$ cat src/rtl/cadr_alu_pkg.sv
// Shared encodings for the CADR ALU / multiply-divide block: op codes, sequencer
// states and the commonly used 74181 function selects.
package cadr_alu_pkg;

  localparam logic [1:0] ALU_OP_ALU = 2'd0;
  localparam logic [1:0] ALU_OP_MUL = 2'd1;
  localparam logic [1:0] ALU_OP_DIV = 2'd2;

  // ADD/SUB are arithmetic (alumode = 0); SUB needs cin0 = 1 for a true A - B.
  // PASSM is a logic-mode select (alumode = 1).
  localparam logic [3:0] ALUF_ADD   = 4'b1001;
  localparam logic [3:0] ALUF_SUB   = 4'b0110;
  localparam logic [3:0] ALUF_PASSM = 4'b1111;

  typedef enum logic [1:0] {
    StIdle,
    StRun,
    StDone
  } mdu_state_e;

endpackage

$ cat src/rtl/alu181_slice.sv
// Behavioural 4-bit 74S181, active-high data. Carry in/out are active-low as on the
// real part; x_o/y_o are the active-low group propagate/generate outputs.
module alu181_slice (
  input  logic [3:0] a_i,
  input  logic [3:0] b_i,
  input  logic [3:0] s_i,
  input  logic       m_i,
  input  logic       cin_n_i,
  output logic [3:0] f_o,
  output logic       x_o,
  output logic       y_o,
  output logic       cout_n_o,
  output logic       aeb_o
);

  logic [3:0] p;
  logic [3:0] g;
  logic [4:0] c;

  always_comb begin
    // Arithmetic result is p + g + carry; g only ever sets bits already set in p.
    p = a_i | (b_i & {4{s_i[0]}}) | (~b_i & {4{s_i[1]}});
    g = (a_i & ~b_i & {4{s_i[2]}}) | (a_i & b_i & {4{s_i[3]}});
    c = '0;
    c[0] = ~cin_n_i;
    for (int i = 0; i < 4; i++) begin
      c[i+1] = g[i] | (p[i] & c[i]);
    end
    f_o      = m_i ? ~(p ^ g) : (p ^ g ^ c[3:0]);
    x_o      = ~&p;
    y_o      = ~(g[3] | (p[3] & g[2]) | (p[3] & p[2] & g[1]) | (p[3] & p[2] & p[1] & g[0]));
    cout_n_o = ~c[4];
    aeb_o    = &f_o;
  end

endmodule

$ cat src/rtl/alu_mdu.sv
// 74S181-compatible ALU of WIDTH bits plus an iterative unsigned multiply /
// restoring divide sequencer, with a registered result stage and start/busy/done.
module alu_mdu
  import cadr_alu_pkg::*;
#(
  parameter int unsigned WIDTH = 32
) (
  input  logic             clk,
  input  logic             reset,
  input  logic [WIDTH-1:0] a,
  input  logic [WIDTH-1:0] m,
  input  logic [3:0]       aluf,
  input  logic             alumode,
  input  logic             cin0,
  input  logic [1:0]       op,
  input  logic             start,
  output logic             busy,
  output logic             done,
  output logic [WIDTH-1:0] res_lo,
  output logic [WIDTH-1:0] res_hi,
  output logic             res_x,
  output logic             aeqm,
  output logic             div0
);

  localparam int unsigned NumSlices = WIDTH / 4;
  localparam int unsigned CntW      = $clog2(WIDTH) + 1;

  // ALU datapath: ripple chain of 181 slices plus a 1-bit extension slice.
  logic [WIDTH-1:0]     alu_f;
  logic [NumSlices:0]   carry_n;
  logic [NumSlices-1:0] slice_x, slice_y, slice_aeb;
  logic [3:0]           ext_f;
  logic                 ext_x, ext_y, ext_cout_n, ext_aeb;
  logic                 unused_alu;

  assign carry_n[0] = ~cin0;

  for (genvar i = 0; i < NumSlices; i++) begin : g_slice
    alu181_slice u_slice (
      .a_i      (m[4*i +: 4]),
      .b_i      (a[4*i +: 4]),
      .s_i      (aluf),
      .m_i      (alumode),
      .cin_n_i  (carry_n[i]),
      .f_o      (alu_f[4*i +: 4]),
      .x_o      (slice_x[i]),
      .y_o      (slice_y[i]),
      .cout_n_o (carry_n[i+1]),
      .aeb_o    (slice_aeb[i])
    );
  end

  alu181_slice u_ext_slice (
    .a_i      ({3'b000, m[WIDTH-1]}),
    .b_i      ({3'b000, a[WIDTH-1]}),
    .s_i      (aluf),
    .m_i      (alumode),
    .cin_n_i  (carry_n[NumSlices]),
    .f_o      (ext_f),
    .x_o      (ext_x),
    .y_o      (ext_y),
    .cout_n_o (ext_cout_n),
    .aeb_o    (ext_aeb)
  );

  assign unused_alu = ^{slice_x, slice_y, ext_f[3:1], ext_x, ext_y, ext_cout_n, ext_aeb};

  // Sequencer state
  mdu_state_e       state_q, state_d;
  logic [CntW-1:0]  cnt_q, cnt_d;
  logic             is_div_q, is_div_d;
  logic [WIDTH:0]   acc_q, acc_d;
  logic [WIDTH-1:0] q_q, q_d;
  logic [WIDTH-1:0] d_q, d_d;
  logic [WIDTH-1:0] res_lo_q, res_lo_d;
  logic [WIDTH-1:0] res_hi_q, res_hi_d;
  logic             res_x_q, res_x_d;
  logic             aeqm_q, aeqm_d;
  logic             div0_q, div0_d;

  // Shared add/sub for one MUL or DIV step
  logic [WIDTH:0]   rem_s, add_lhs, add_rhs, add_sum, acc_n;
  logic [WIDTH-1:0] q_n;

  always_comb begin
    rem_s   = {acc_q[WIDTH-1:0], q_q[WIDTH-1]};
    add_lhs = is_div_q ? rem_s : acc_q;
    add_rhs = is_div_q ? ~{1'b0, d_q} : (q_q[0] ? {1'b0, d_q} : '0);
    add_sum = add_lhs + add_rhs + {{WIDTH{1'b0}}, is_div_q};
    if (is_div_q) begin
      // Top bit of rem - d set means the trial subtraction went negative: restore.
      acc_n = add_sum[WIDTH] ? rem_s : add_sum;
      q_n   = {q_q[WIDTH-2:0], ~add_sum[WIDTH]};
    end else begin
      acc_n = {1'b0, add_sum[WIDTH:1]};
      q_n   = {add_sum[0], q_q[WIDTH-1:1]};
    end
  end

  logic accept;
  assign accept = start && (state_q != StRun);

  always_comb begin
    state_d  = state_q;
    cnt_d    = cnt_q;
    is_div_d = is_div_q;
    acc_d    = acc_q;
    q_d      = q_q;
    d_d      = d_q;
    res_lo_d = res_lo_q;
    res_hi_d = res_hi_q;
    res_x_d  = res_x_q;
    aeqm_d   = aeqm_q;
    div0_d   = div0_q;
    unique case (state_q)
      StIdle, StDone: begin
        state_d = StIdle;
        if (accept) begin
          div0_d = 1'b0;
          if (op == ALU_OP_MUL || (op == ALU_OP_DIV && m != '0)) begin
            state_d  = StRun;
            cnt_d    = '0;
            is_div_d = (op == ALU_OP_DIV);
            acc_d    = '0;
            q_d      = a;
            d_d      = m;
          end else if (op == ALU_OP_DIV) begin
            state_d  = StDone;
            res_lo_d = '1;
            res_hi_d = a;
            res_x_d  = 1'b0;
            aeqm_d   = 1'b0;
            div0_d   = 1'b1;
          end else begin
            state_d  = StDone;
            res_lo_d = alu_f;
            res_hi_d = '0;
            res_x_d  = ext_f[0];
            aeqm_d   = &slice_aeb;
          end
        end
      end
      StRun: begin
        acc_d = acc_n;
        q_d   = q_n;
        cnt_d = cnt_q + 1'b1;
        if (cnt_q == CntW'(WIDTH - 1)) begin
          state_d  = StDone;
          res_lo_d = q_n;
          res_hi_d = acc_n[WIDTH-1:0];
          res_x_d  = 1'b0;
          aeqm_d   = 1'b0;
        end
      end
      default: state_d = StIdle;
    endcase
  end

  always_ff @(posedge clk or posedge reset) begin
    if (reset) begin
      state_q  <= StIdle;
      cnt_q    <= '0;
      is_div_q <= 1'b0;
      acc_q    <= '0;
      q_q      <= '0;
      d_q      <= '0;
      res_lo_q <= '0;
      res_hi_q <= '0;
      res_x_q  <= 1'b0;
      aeqm_q   <= 1'b0;
      div0_q   <= 1'b0;
    end else begin
      state_q  <= state_d;
      cnt_q    <= cnt_d;
      is_div_q <= is_div_d;
      acc_q    <= acc_d;
      q_q      <= q_d;
      d_q      <= d_d;
      res_lo_q <= res_lo_d;
      res_hi_q <= res_hi_d;
      res_x_q  <= res_x_d;
      aeqm_q   <= aeqm_d;
      div0_q   <= div0_d;
    end
  end

  assign busy   = (state_q == StRun);
  assign done   = (state_q == StDone);
  assign res_lo = res_lo_q;
  assign res_hi = res_hi_q;
  assign res_x  = res_x_q;
  assign aeqm   = aeqm_q;
  assign div0   = div0_q;

endmodule

$ cat config.mk
export PLATFORM = sky130hd
export DESIGN_NAME = alu_mdu
export DESIGN_NICKNAME = d
export VERILOG_FILES = /design/src/rtl/cadr_alu_pkg.sv /design/src/rtl/alu181_slice.sv /design/src/rtl/alu_mdu.sv
export SDC_FILE = /design/constraint.sdc
export NUM_CORES = 1
export LEC_CHECK = 0
export CORE_UTILIZATION = 53
export DETAILED_ROUTE_END_ITERATION = 8
export PLACE_DENSITY = 0.78
export SYNTH_ARGS = -nofsm -noshare
export SYNTH_HDL_FRONTEND = slang
export SYNTH_HIERARCHICAL = 1
export SYNTH_SLANG_ARGS = --single-unit
$ cat constraint.sdc
create_clock -name clk -period 5.1 [get_ports clk]
set_clock_uncertainty 0.1 [all_clocks]
set_input_delay 0.51 -clock clk [delete_from_list [all_inputs] [get_ports clk]]
set_output_delay 0.51 -clock clk [all_outputs]
set_load 0.02 [all_outputs]
### Word-level counts from Yosys, hierarchy flattened

Index checks and enable logic that the tools add are counted.

* add/sub/neg operators: 3
* eq/ne operators: 10
* mux-type cells: 49
* bitwise operators: 183
* reductions and logical operators: 12

Operators by type and width (number)
* 2-to-1 mux 32 bit: 12
* 2-to-1 mux 33 bit: 6
* bitwise AND 4 bit: 48
* one-hot mux 32 bit (2 select lines): 3
* OR 4 bit: 24
* one-hot mux 33 bit (2 select lines): 1
* NOT 4 bit: 16
* XOR 4 bit: 16
* bitwise AND 1 bit: 38
* OR 1 bit: 35
* adder 33 x 1 -> 33 bit: 1
* adder 33 bit: 1
* NOT 32 -> 33 bit: 1
* 2-to-1 mux 4 bit: 8
* AND reduction 32 bit: 1
* nonzero test 32 bit: 1
* 2-to-1 mux 6 bit: 2
* one-hot mux 6 bit (2 select lines): 1
* 2-to-1 mux 1 bit: 10
* adder 6 x 1 -> 6 bit, second input constant: 1
* equality test 6 x 5 -> 1 bit, second input constant: 1
* 2-to-1 mux 2 bit: 3
* inequality test 2 bit, second input constant: 3
* AND reduction 3 bit: 2
* 14 further kinds: 22

* register bits after elaboration: 173
* input bits: 75
* output and inout port bits: 69
* logic and storage cells: 268

### Depth between registers and ports, before layout

Gate-level depths: netlist of the first run.

* depth after elaboration: 73
* gate-level depth with buffers: 37
* depth with buffers taken out: 37

### Hierarchy

Netlist of the first run, hierarchy kept.

Modules (own cells, without submodules)
* alu_mdu: times used 1, cells each 1271, area an instance 10622.7 µm², sequential area each 4329.2 µm²
* alu181_slice: times used 9, cells each 47, area an instance 357.8 µm², sequential area each 0.0 µm²

### Worst setup path after synthesis of the first run

No wires, ideal clock.

* kind: in2reg
* start: in a[0]
* end: reg aeqm_q (netlist: aeqm)
* library setup time: 125 ps
* data arrival time: 7777 ps
* data required time: 4875 ps
* setup slack: -2902 ps
* stages: 36
* buffers on the path: 0
* cells stage by stage: mux2_4 > o21ba_4 > o311a_1 > o21ai_0 > and2_1 > o21ba_4 > o311a_1 > o21ai_0 > and2_1 > o21ba_4 > o311a_1 > o21ai_0 > and2_1 > o21ba_4 > o311a_1 > o21ai_0 > and2_1 > o21ba_4 > o311a_1 > o21ai_0 > and2_1 > o21ba_4 > o311a_1 > o21ai_0 > and2_1 > o21ba_4 > o311a_1 > o21ai_0 > and2_1 > o21ba_4 > o311a_1 > a2111oi_1 > nor4b_2 > nand4_1 > nor3_1 > mux2_2

* word-level cells in the longest chain between the ends: 72
* elaborated cells between the ends (all ways): 95
* classes of those cells: mux: 12; bitwise: 82; reduce/logical: 1

RTL lines
* start: declaration: RTL line alu_mdu.sv:10 `input logic [WIDTH-1:0] a,`
* bitwise AND 4 bit / NOT 4 bit (equally long branches): RTL line alu181_slice.sv:22, alu181_slice.sv:23
* OR 4 bit, or another cell as far along: RTL line alu181_slice.sv:22 `p = a_i | (b_i & {4{s_i[0]}}) | (~b_i & {4{s_i[1]}});`
* OR 4 bit / bitwise AND 4 bit (equally long branches): RTL line alu181_slice.sv:22, alu181_slice.sv:23
* bitwise AND 1 bit / OR 4 bit (equally long branches): RTL line alu181_slice.sv:27, alu181_slice.sv:23
* OR 1 bit: RTL line alu181_slice.sv:27 `c[i+1] = g[i] | (p[i] & c[i]);`
* bitwise AND 1 bit: RTL line alu181_slice.sv:27
* OR 1 bit: RTL line alu181_slice.sv:27
* bitwise AND 1 bit: RTL line alu181_slice.sv:27
* [56 not listed]
* OR 1 bit: RTL line alu181_slice.sv:27
* XOR 4 bit: RTL line alu181_slice.sv:29 `f_o = m_i ? ~(p ^ g) : (p ^ g ^ c[3:0]);`
* 2-to-1 mux 4 bit: RTL line alu181_slice.sv:29
* AND reduction 32 bit *: RTL line alu_mdu.sv:140 `aeqm_d = &slice_aeb;`
* 2-to-1 mux 1 bit *: RTL line alu_mdu.sv:128 `end else if (op == ALU_OP_DIV) begin`
* 2-to-1 mux 1 bit *: RTL line alu_mdu.sv:121 `if (op == ALU_OP_MUL || (op == ALU_OP_DIV && m != '0)) begin`
* 2-to-1 mux 1 bit *: RTL line alu_mdu.sv:119 `if (accept) begin`
* one-hot mux 1 bit (2 select lines) *: RTL line alu_mdu.sv:116 `unique case (state_q)`
* end signal: assignment: RTL line alu_mdu.sv:183 `aeqm_q <= aeqm_d;`
* end: declaration: RTL line alu_mdu.sv:79 `logic aeqm_q, aeqm_d;`

Every way passes the cells marked *; elsewhere a longest branch is shown, timed or not. The select of a mux whose other input is x is not followed.
A chain may end at the register's enable or synchronous reset.

### Worst setup path in the final report of the first run

Same ends and word-level chain as after synthesis.

==> results of run 1 <==
## report_power, final
group / switching (W) / internal [W] / total (W)
clock: 0.000624 / 0.000882 / 0.00151
combinational: 0.00533 / 0.00378 / 0.00911
sequential: 0.000529 / 0.00205 / 0.00258
## cell usage in the layout (no fill, tap or decap), types with 12 or more instances in the layout
cell type / n
a21o_1: 31
nand2_1: 309
a21oi_1: 109
nand3_1: 24
a211oi_1: 20
clkdlybuf4s50_1: 133
xnor2_1: 27
buf_4: 157
dfrtp_1: 172
ha_1: 32
xor2_1: 19
o311a_1: 14
nor2b_1: 26
mux2i_1: 57
nand4_1: 12
mux2_2: 76
a31oi_1: 51
o21ai_0: 67
o22ai_1: 23
nand2b_1: 12
a211o_1: 18
inv_1: 32
nor2_1: 159
clkbuf_16: 17
and2_1: 13
nor4_1: 12
## stage by stage
| stage | utilization (%) | cells |
|---|---|---|
| final | 70.2 | 2188 |
| after global routing | 70.2 | 2188 |
| after CTS | 69.3 | 2184 |
| after detailed placement | 65.1 | 2127 |
| after global placement | 65.1 | 2127 |
| after floorplan | - | 1603 |
## cell type report
cell class	count	area share, %
diodes	1	0.0146
multi-input cells	1313	51.5
flip-flops and latches	173	25.3
clock buffers	17	2.48
inverters	34	0.767
clock inverters	14	1.34
repair buffers	312	16.2
well taps	324	2.37
## worst max-delay path, delay by kind of cell
kind	cells	cell delay [ns]
buf+inv	1	0.10
simple gates	10	1.86
compound gates	24	5.30
mux	2	0.47
## sequential cells by signal, summed over array words and instances, names as in the netlist
register / flops
res_lo: 32
q_q: 32
d_q: 32
aeqm: 1
res_x: 1
res_hi: 32
cnt_q: 6
div0: 1
is_div_q: 1
acc_q: 33
state_q: 2
## per-layer routing
layer | GRT usage (%) | wire length (um)
met3 | 7.01 | 4050
met5 | 0 | 0
met4 | 14.1 | 1650
met2 | 54.3 | 20600
met1 | 47.6 | 19400
## repair_timing
item,4_1_cts,5_1_grt
pin swaps,29,38
buffers inserted,27,13
setup endpoints to repair,17,17
resized for setup,64,45
## final timing paths
check                      slack (ns)    endpoint  cells past startpoint     start
max                             -2.84        aeqm                     37      a[0]
min in group asynchronous        0.52   res_lo[9]                      2     reset
max reg2reg                      0.43  res_hi[10]                     15  is_div_q
max in group asynchronous        3.48    cnt_q[4]                      3     reset
min reg2reg                      0.39    cnt_q[5]                      1  cnt_q[5]
min                              0.24      q_q[0]                      3      a[0]
==> flow_summary_export.csv, run 1 <==
group,metric,value,unit
outcome,status,"finished, violations left",
outcome,violations,"negative setup slack",
critical_path,crit_top_cell,"o21ba_4",
routing,drt-pass1-iter-count,6,
timing,rsz0062_at_grt,"true",
timing,finalSetupViolCount,17,
floorplanning,die_area,25500,um^2
critical_path,slowest_stage,"o311a_1",
clock_network,cts_buffer_depth,2,
routing,wl,45.7,mm
timing,layout_min_cycle_time,7.94,ns
floorplanning,fp.dieH,160,um
critical_path,worst_setup_path_end_kind,"register",
job,maxCapViolations,0,
routing,vias,13700,
timing,setup_ws,-2.84,ns
timing,post-route-period-util,156,%
clock_network,insertion_delay,0.44,ns
finish,area_growth,29.7,%
clock_network,cts-root-buf,"clkbuf_16",
critical_path,worst_path_largest_cell_delay,0.40,ns
power_and_ir_drop,powerDensity,771,nW/um^2
floorplanning,die_x,160,um
yosys,synth_warnings,6,
finish,regArea,4330,um^2
routing,drc,0,
worst_hold_path,hp-class,"in -> reg",
placed_design,io_buffers,143,
critical_path,worstSetupStartpointType,"input port",
yosys,synth_area,13200,um^2
timing,hold-worst-slack,0.245,ns
timing,maxSlewViolCount,0,
floorplanning,core_area,24400,um^2
routing,vias_per_cell,6.27,
finish,final_area,17100,um^2
routing,final_antenna_net_count,0,
yosys,syn_avg_cell_area,8.24,um^2
timing,tns,-24.29,ns
clock_network,clk_pin_slew,0.08,ns
placed_design,dp_hpwl,31.3,mm
yosys,synthesis.nets,1712,
placed_design,place_congestion,0.940,
finish,fill_cells,1899,
placed_design,placed_cell_area,15900,um^2
floorplanning,fp-row-count,57,
timing,hold_viol,0,
critical_path,crit_required,5.39,ns
power_and_ir_drop,peakVddDrop,0.376,mV
routing,drtIter0Drc,1578,
critical_path,cp.arrival,8.23,ns
timing,clock.fmax,126,MHz
critical_path,crit_type,"in -> reg",
power_and_ir_drop,p_leak,7.53,nW
timing,slew_headroom,34.9,%
grt,antenna_found_initial,1,
grt,grt_use_total,34.9,%
clock_network,h-tree-depth,4,
floorplanning,initial_core_util,54.1,%
clock_network,cts_sinks,173,
power_and_ir_drop,finalPower,0.0132,W
clock_network,tritoncts,"built",
routing,wl_per_cell,20.9,um
grt,overflow,0,
finish,multi_input_area,8820,um^2
finish,final_nets,1960,
clock_network,cts_inserted_buffers,17,
grt,grt_first_pass_wirelength,70.8,mm
grt,grt_pass1_vias,13200,
grt,grt_start_max_net_pins,72,
clock_network,cts_hold_buf,0,
finish,drive_gt1_share,20.5,%
floorplanning,boundaryPins,144,
yosys,synthCells,1603,
placed_design,detailedPlace.worstSlack,-3.27,ns
timing,tightest_slew,0.974,ns
critical_path,worst-path-max-fanout,4,
Power figures use the tool's default switching activity.
==> run 2, diff against run 1 <==
--- a/config.mk
+++ b/config.mk
@@ -5,9 +5,10 @@
 export SDC_FILE = /design/constraint.sdc
 export NUM_CORES = 1
 export LEC_CHECK = 0
-export CORE_UTILIZATION = 53
+export CORE_UTILIZATION = 59
 export DETAILED_ROUTE_END_ITERATION = 8
-export PLACE_DENSITY = 0.78
+export HOLD_SLACK_MARGIN = 0.15
+export PLACE_DENSITY = 0.83
 export SYNTH_ARGS = -nofsm -noshare
 export SYNTH_HDL_FRONTEND = slang
 export SYNTH_HIERARCHICAL = 1
==> constraint.sdc (replaced) <==
create_clock -name clk -period 7.47 [get_ports clk]
set_clock_uncertainty 0.1 [all_clocks]
set_input_delay 0.747 -clock clk [delete_from_list [all_inputs] [get_ports clk]]
set_output_delay 0.747 -clock clk [all_outputs]
set_load 0.02 [all_outputs]
==> run 2 against run 1 <==
Effect of this change: the flow still finishes with violations (negative setup slack); core utilization rose by 2.6 points; power fell by 35%; sequential power fell by 31%; global-route usage rose by 2.2 points; clock power fell by 42%; hold slack improved by 0.14 ns; critical path depth did not move; clock-buffer cell count rose by 3; non-clock buffer count fell by 88; via count fell by 3.4%; die area fell by 10%; design area fell by 6.9%; critical path type unchanged; critical endpoint unchanged; largest power group unchanged.
==> flow_summary_export.csv, run 2 (synthesized netlist as in run 1, its figures left out) <==
group,metric,value,unit
job,maxCapViolations,0,
finish,drive_gt1_share,14.4,%
critical_path,endpoint,"aeqm",
finish,mostFrequentLayoutCells,"309 x nand2_1, 172 x dfrtp_1, 162 x nor2_1",
critical_path,cp-startpoint,"aluf[0]",
critical_path,slowest_stage,"o311a_1",
floorplanning,boundaryPins,144,
finish,regMostFlops,"acc_q",
power_and_ir_drop,powerDensity,539,nW/um^2
grt,grt_pass1_vias,12300,
routing,vias,13200,
finish,final_nets,1872,
timing,finalSetupViolCount,1,
clock_network,cts_inserted_buffers,17,
worst_hold_path,worstHoldStart,"cnt_q[5]",
timing,tightest_slew,0.996,ns
critical_path,rr_endpoint,"res_hi[10]",
grt,grt_use_total,37.1,%
finish,fill_cells,1696,
grt,grt_first_pass_wirelength,65.4,mm
clock_network,insertion_delay,0.45,ns
routing,dr_wl_met3,3.50,mm
routing,vias_per_cell,6.44,
placed_design,dp_hpwl,29.3,mm
floorplanning,fp.dieH,152,um
grt,overflow,0,
timing,layout_min_cycle_time,7.50,ns
clock_network,h-tree-depth,4,
power_and_ir_drop,finalPower,0.00859,W
critical_path,r2r_slack,1.76,ns
critical_path,worst_path_largest_cell_delay,0.33,ns
floorplanning,die_area,23000,um^2
worst_hold_path,hp-class,"reg -> reg",
critical_path,crit_type,"in -> reg",
placed_design,place_congestion,0.987,
routing,drc,0,
finish,layout_commonest_cell,"nand2_1",
outcome,status,"finished, violations left",
timing,hold_viol,0,
power_and_ir_drop,p_leak,6.93,nW
critical_path,r2r-start,"is_div_q",
timing,rsz0062_at_grt,"true",
timing,post-route-period-util,100,%
clock_network,cts_sinks,173,
floorplanning,initial_core_util,60.3,%
critical_path,worst-path-max-fanout,4,
clock_network,cts_hold_buf,0,
finish,largest_reg_flops,33,
outcome,violations,"negative setup slack",
floorplanning,core_area,21900,um^2
clock_network,cts_buffer_depth,2,
critical_path,cp.arrival,7.79,ns
routing,wl,42.2,mm
timing,setup_ws,-0.0286,ns
floorplanning,die_x,152,um
routing,drt-pass1-iter-count,5,
routing,wl_met2,19.1,mm
timing,clock.fmax,133,MHz
clock_network,tritoncts,"built",
routing,top_layer,"met4",
finish,multi_input_area,8520,um^2
finish,regArea,4330,um^2
finish,area_growth,20.7,%
timing,hold-worst-slack,0.383,ns
timing,slew_headroom,33.6,%
routing,wl_per_cell,20.5,um
grt,grt_start_max_net_pins,133,
critical_path,worst_setup_path_end_kind,"register",
placed_design,io_buffers,143,
critical_path,worstSetupStartpointType,"input port",
routing,drtIter0Drc,1314,
power_and_ir_drop,peakVddDrop,0.266,mV
grt,antenna_found_initial,1,
clock_network,clk_pin_slew,0.07,ns
timing,maxSlewViolCount,0,
clock_network,cts-root-buf,"clkbuf_16",
critical_path,crit_required,7.76,ns
floorplanning,fp-row-count,54,
routing,wl_met1,18.1,mm
routing,final_antenna_net_count,0,
critical_path,reg2reg_depth,15,
==> run 2: cell count changes in the layout (fill, tap and decap cells not counted), moves of 5 or more <==
cell	change
a2111oi_1	+6
a2111oi_4	-5
and2_1	+5
and2_4	-5
buf_4	-77
buf_6	-5
bufinv_16	-5
clkinv_4	+5
o22ai_1	+8
o22ai_2	-5
==> run 2: repair_timing <==
action | CTS | global route
pin swaps | 3 | 4
setup endpoints to repair | 5 | 5
gates resized for setup | 35 | 19
setup buffers | 3 | 5
==> run 2: worst min-delay path by stage <==
stage	to	slack [ns]	cells after the start
global route	cnt_q[5]	0.41	1
CTS	cnt_q[5]	0.39	1
floorplan	cnt_q[5]	0.35	1
detailed placement	cnt_q[5]	0.38	1
global placement	d_q[2]	0.37	2
finish	cnt_q[5]	0.38	1
==> run 2: area by class of cell <==
class                   instances  share of cell area (%)
multi-input cells            1313                    53.4
flip-flops and latches        173                    27.2
repair buffers                224                    12.9
clock buffers                  20                    2.80
well taps                     280                    2.20
inverters                      34                   0.832
clock inverters                12                   0.659
diodes                          1                  0.0157
==> run 2: where the power goes <==
group,total (W),internal [W],switching (W)
logic,0.00593,0.00241,0.00353
registers,0.00178,0.00140,0.000378
clock network,0.000872,0.000444,0.000428
==> run 2: stage by stage <==
| step | worst slack (ns) | cell area, um^2 | setup TNS, ns | cells | utilization [%] |
|---|---|---|---|---|---|
| 6_report | -0.0286 | 15900 | -0.0286 | 2057 | 72.8 |
| 5_1_grt | -0.411 | 15900 | -0.778 | 2057 | 72.8 |
| 4_1_cts | -0.0712 | 15800 | -0.0712 | 2051 | 72.4 |
| 3_5_place_dp | -1.08 | 15300 | -4.65 | 2016 | 69.8 |
| 3_3_place_gp | -0.985 | 15300 | -3.75 | 2016 | 69.8 |
| 2_1_floorplan | -0.190 | 13200 | -0.190 | 1603 | - |
==> run 2: metal layers <==
| layer | vias to the layer above | global-route usage (%) |
|---|---|---|
| met2 | 658 | 56.6 |
| met5 | - | 0 |
| met1 | 6346 | 52.1 |
| met3 | 107 | 5.57 |
| met4 | 0 | 16.3 |
| li1 | 6137 | - |
==> run 2: worst max-delay path, delay by kind of cell <==
kind            cells  cell delay [ns]
compound gates     24             4.93
buf+inv             1             0.13
mux                 2             0.42
simple gates       10             1.56
==> run 3, diff against run 2 <==
--- a/config.mk
+++ b/config.mk
@@ -9,6 +9,7 @@
 export DETAILED_ROUTE_END_ITERATION = 8
 export HOLD_SLACK_MARGIN = 0.15
 export PLACE_DENSITY = 0.83
+export SETUP_SLACK_MARGIN = 0.1
 export SYNTH_ARGS = -nofsm -noshare
 export SYNTH_HDL_FRONTEND = slang
 export SYNTH_HIERARCHICAL = 1
==> run 3 against run 2 <==
Effect of this change: the run still ends with negative setup slack left; hold slack improved by 0.011 ns; worst setup slack got worse by 0.35 ns; design area grew 3.5%; first-iteration DRC count increased by 20%; die area did not move; register-to-register slack worse by 0.04 ns; sequential power about the same; cell count is 3.0% higher; non-clock buffer count grew 62; largest cell class unchanged; critical path type unchanged; combinational power rose by 1%; via count rose by 4.2%.
==> flow_summary_export.csv, run 3 (synthesized netlist as in run 1, its figures left out) <==
group,metric,value,unit
finish,regMostFlops,"acc_q",
timing,post-route-period-util,105,%
critical_path,worstSetupStartpointType,"input port",
grt,overflow,0,
timing,finalSetupViolCount,3,
routing,drtIter0Drc,1582,
placed_design,dp.cells,2023,
clock_network,insertion_delay,0.45,ns
critical_path,rr_endpoint,"res_hi[10]",
clock_network,cts_inserted_buffers,17,
clock_network,cts-root-buf,"clkbuf_16",
routing,wl_met2,20.2,mm
critical_path,slowest_stage,"nor4b_2",
critical_path,r2r-start,"is_div_q",
timing,tightest_slew,0.948,ns
critical_path,path_buf_inv,48,
power_and_ir_drop,p_sw,0.00439,W
critical_path,worst_path_largest_cell_delay,0.36,ns
job,maxCapViolations,0,
floorplanning,boundaryPins,144,
routing,dr_wl_met3,4.26,mm
critical_path,worst_setup_path_end_kind,"register",
clock_network,cts_sinks,173,
floorplanning,die_area,23000,um^2
power_and_ir_drop,peakVddDrop,0.349,mV
power_and_ir_drop,sequentialPowerShare,20.4,%
timing,rsz0062_at_grt,"true",
routing,wl_per_cell,21.4,um
placed_design,io_buffers,143,
timing,hold-worst-slack,0.394,ns
power_and_ir_drop,powerDensity,528,nW/um^2
power_and_ir_drop,p_sw_share,50.4,%
timing,maxSlewViolCount,0,
timing,setup_ws,-0.374,ns
routing,wl_met1,18.9,mm
grt,grt_use_total,39.6,%
critical_path,worst-path-max-fanout,2,
outcome,violations,"negative setup slack",
clock_network,cts_buffer_depth,2,
finish,area_growth,25.0,%
timing,layout_min_cycle_time,7.84,ns
timing,clock.fmax,127,MHz
critical_path,crit_type,"in -> reg",
floorplanning,die_x,152,um
floorplanning,core_area,21900,um^2
placed_design,place_congestion,0.940,
power_and_ir_drop,finalPower,0.00872,W
floorplanning,fp-row-count,54,
floorplanning,initial_core_util,60.3,%
finish,layout_commonest_cell,"nand2_1",
floorplanning,fp.dieH,152,um
critical_path,r2r_slack,1.72,ns
placed_design,placed_cell_area,15300,um^2
timing,tns,-0.741,ns
critical_path,crit_required,7.75,ns
power_and_ir_drop,combinationalPowerShare,68.8,%
clock_network,h-tree-depth,4,
finish,drive_gt1_share,17.9,%
finish,mostFrequentLayoutCells,"309 x nand2_1, 172 x dfrtp_1, 161 x nor2_1",
placed_design,dp_hpwl,29.9,mm
routing,vias,13800,
critical_path,cp.arrival,8.13,ns
finish,final_nets,1934,
timing,hold_viol,0,
finish,largest_reg_flops,33,
clock_network,clk_pin_slew,0.07,ns
outcome,status,"finished, violations left",
routing,drt-pass1-iter-count,8,
power_and_ir_drop,power_frac_clock,10.8,%
timing,slew_headroom,36.4,%
routing,top_layer,"met5",
routing,wl,45.4,mm
routing,final_antenna_net_count,0,
grt,grt_first_pass_wirelength,69.7,mm
grt,antenna_found_initial,2,
worst_hold_path,hold_end,"cnt_q[5]",
worst_hold_path,worstHoldStart,"cnt_q[5]",
worst_hold_path,min_path_cells,1,
power_and_ir_drop,p_int,0.00433,W
critical_path,reg2reg_depth,15,
critical_path,crit_top_cell,"buf_4",
power_and_ir_drop,p_leak,7.26,nW
worst_hold_path,hp-class,"reg -> reg",
clock_network,tritoncts,"built",
routing,drc,0,
grt,grt_start_max_net_pins,129,
finish,fin_cells,2119,
finish,final_area,16500,um^2
grt,grt_pass1_vias,12900,
critical_path,cp_top_family,"buffers and inverters",
routing,vias_per_cell,6.51,
-- run 3: cell types whose count changed in the layout (fill, tap and decap cells not counted), moves of 2 or more --
cell,delta
o311a_4,+3
and2_1,-2
and2_4,+2
o21ai_1,-4
o311a_1,-3
buf_2,+2
buf_6,-2
o21ai_2,+4
clkinv_4,-4
buf_4,+62
inv_8,+3
-- run 3: repair_timing --
action / CTS / global route
resized for setup: 37 / 22
pin swaps: 8 / 9
setup endpoints to repair: 5 / 9
endpoints found under the hold margin: 0 / 0
hold buffers: 0 / 0
buffers inserted: 59 / 6
-- run 3: through the flow --
step / util [%] / worst slack (ns)
finish: 75.4 / -0.374
global route: 75.4 / -0.603
CTS: 74.8 / -0.0739
detailed placement: 70.0 / -1.09
global placement: 70.0 / -0.973
floorplan: - / -0.190
-- run 3: worst register-to-register path: stages, from the launching register on --
cell and delay (ns):
dfrtp_4 0.63, nor2b_2 0.67, mux2i_1 0.23, fa_1 0.48, inv_1 0.11, fa_1 0.28, a211oi_2 0.12, o311a_1 0.35
or3_1 0.39, a211o_1 0.30, nand3_1 0.20, nand3_4 0.49, mux2i_1 0.25, a211oi_1 0.82, a21oi_1 0.08, a21oi_1 0.18
-- run 3: worst max-delay path by stage --
stage / startpoint / endpoint / cells after the start
finish: cin0 / aeqm / 55
global route: a[0] / aeqm / 37
CTS: a[0] / aeqm / 37
detailed placement: a[1] / aeqm / 38
global placement: a[1] / aeqm / 38
floorplan: a[0] / aeqm / 36
-- run 3: cell type report --
cell class / instances / area (um^2)
clock buffers: 19 / 443
well taps: 280 / 350
fillers: 1601 / 5390
inverters: 34 / 133
clock inverters: 13 / 149
multi-input cells: 1313 / 8590
flip-flops and latches: 173 / 4330
repair buffers: 286 / 2500
diodes: 1 / 2.50
-- run 3: layer usage --
layer	vias to the layer above	global-route usage (%)
met5	-	0
li1	6255	-
met2	787	60.8
met4	2	16.5
met1	6577	54.7
met3	183	7.57
-- run 3: power groups by stage --
stage	Sequential [W]	Combinational [W]	Clock, W
after global placement	0.00176	0.00562	0
after floorplan	0.00185	0.00409	0
after detailed placement	0.00178	0.00575	0
after CTS	0.00177	0.00584	0.000930
final	0.00178	0.00600	0.000937
after global routing	0.00183	0.00649	0.000968
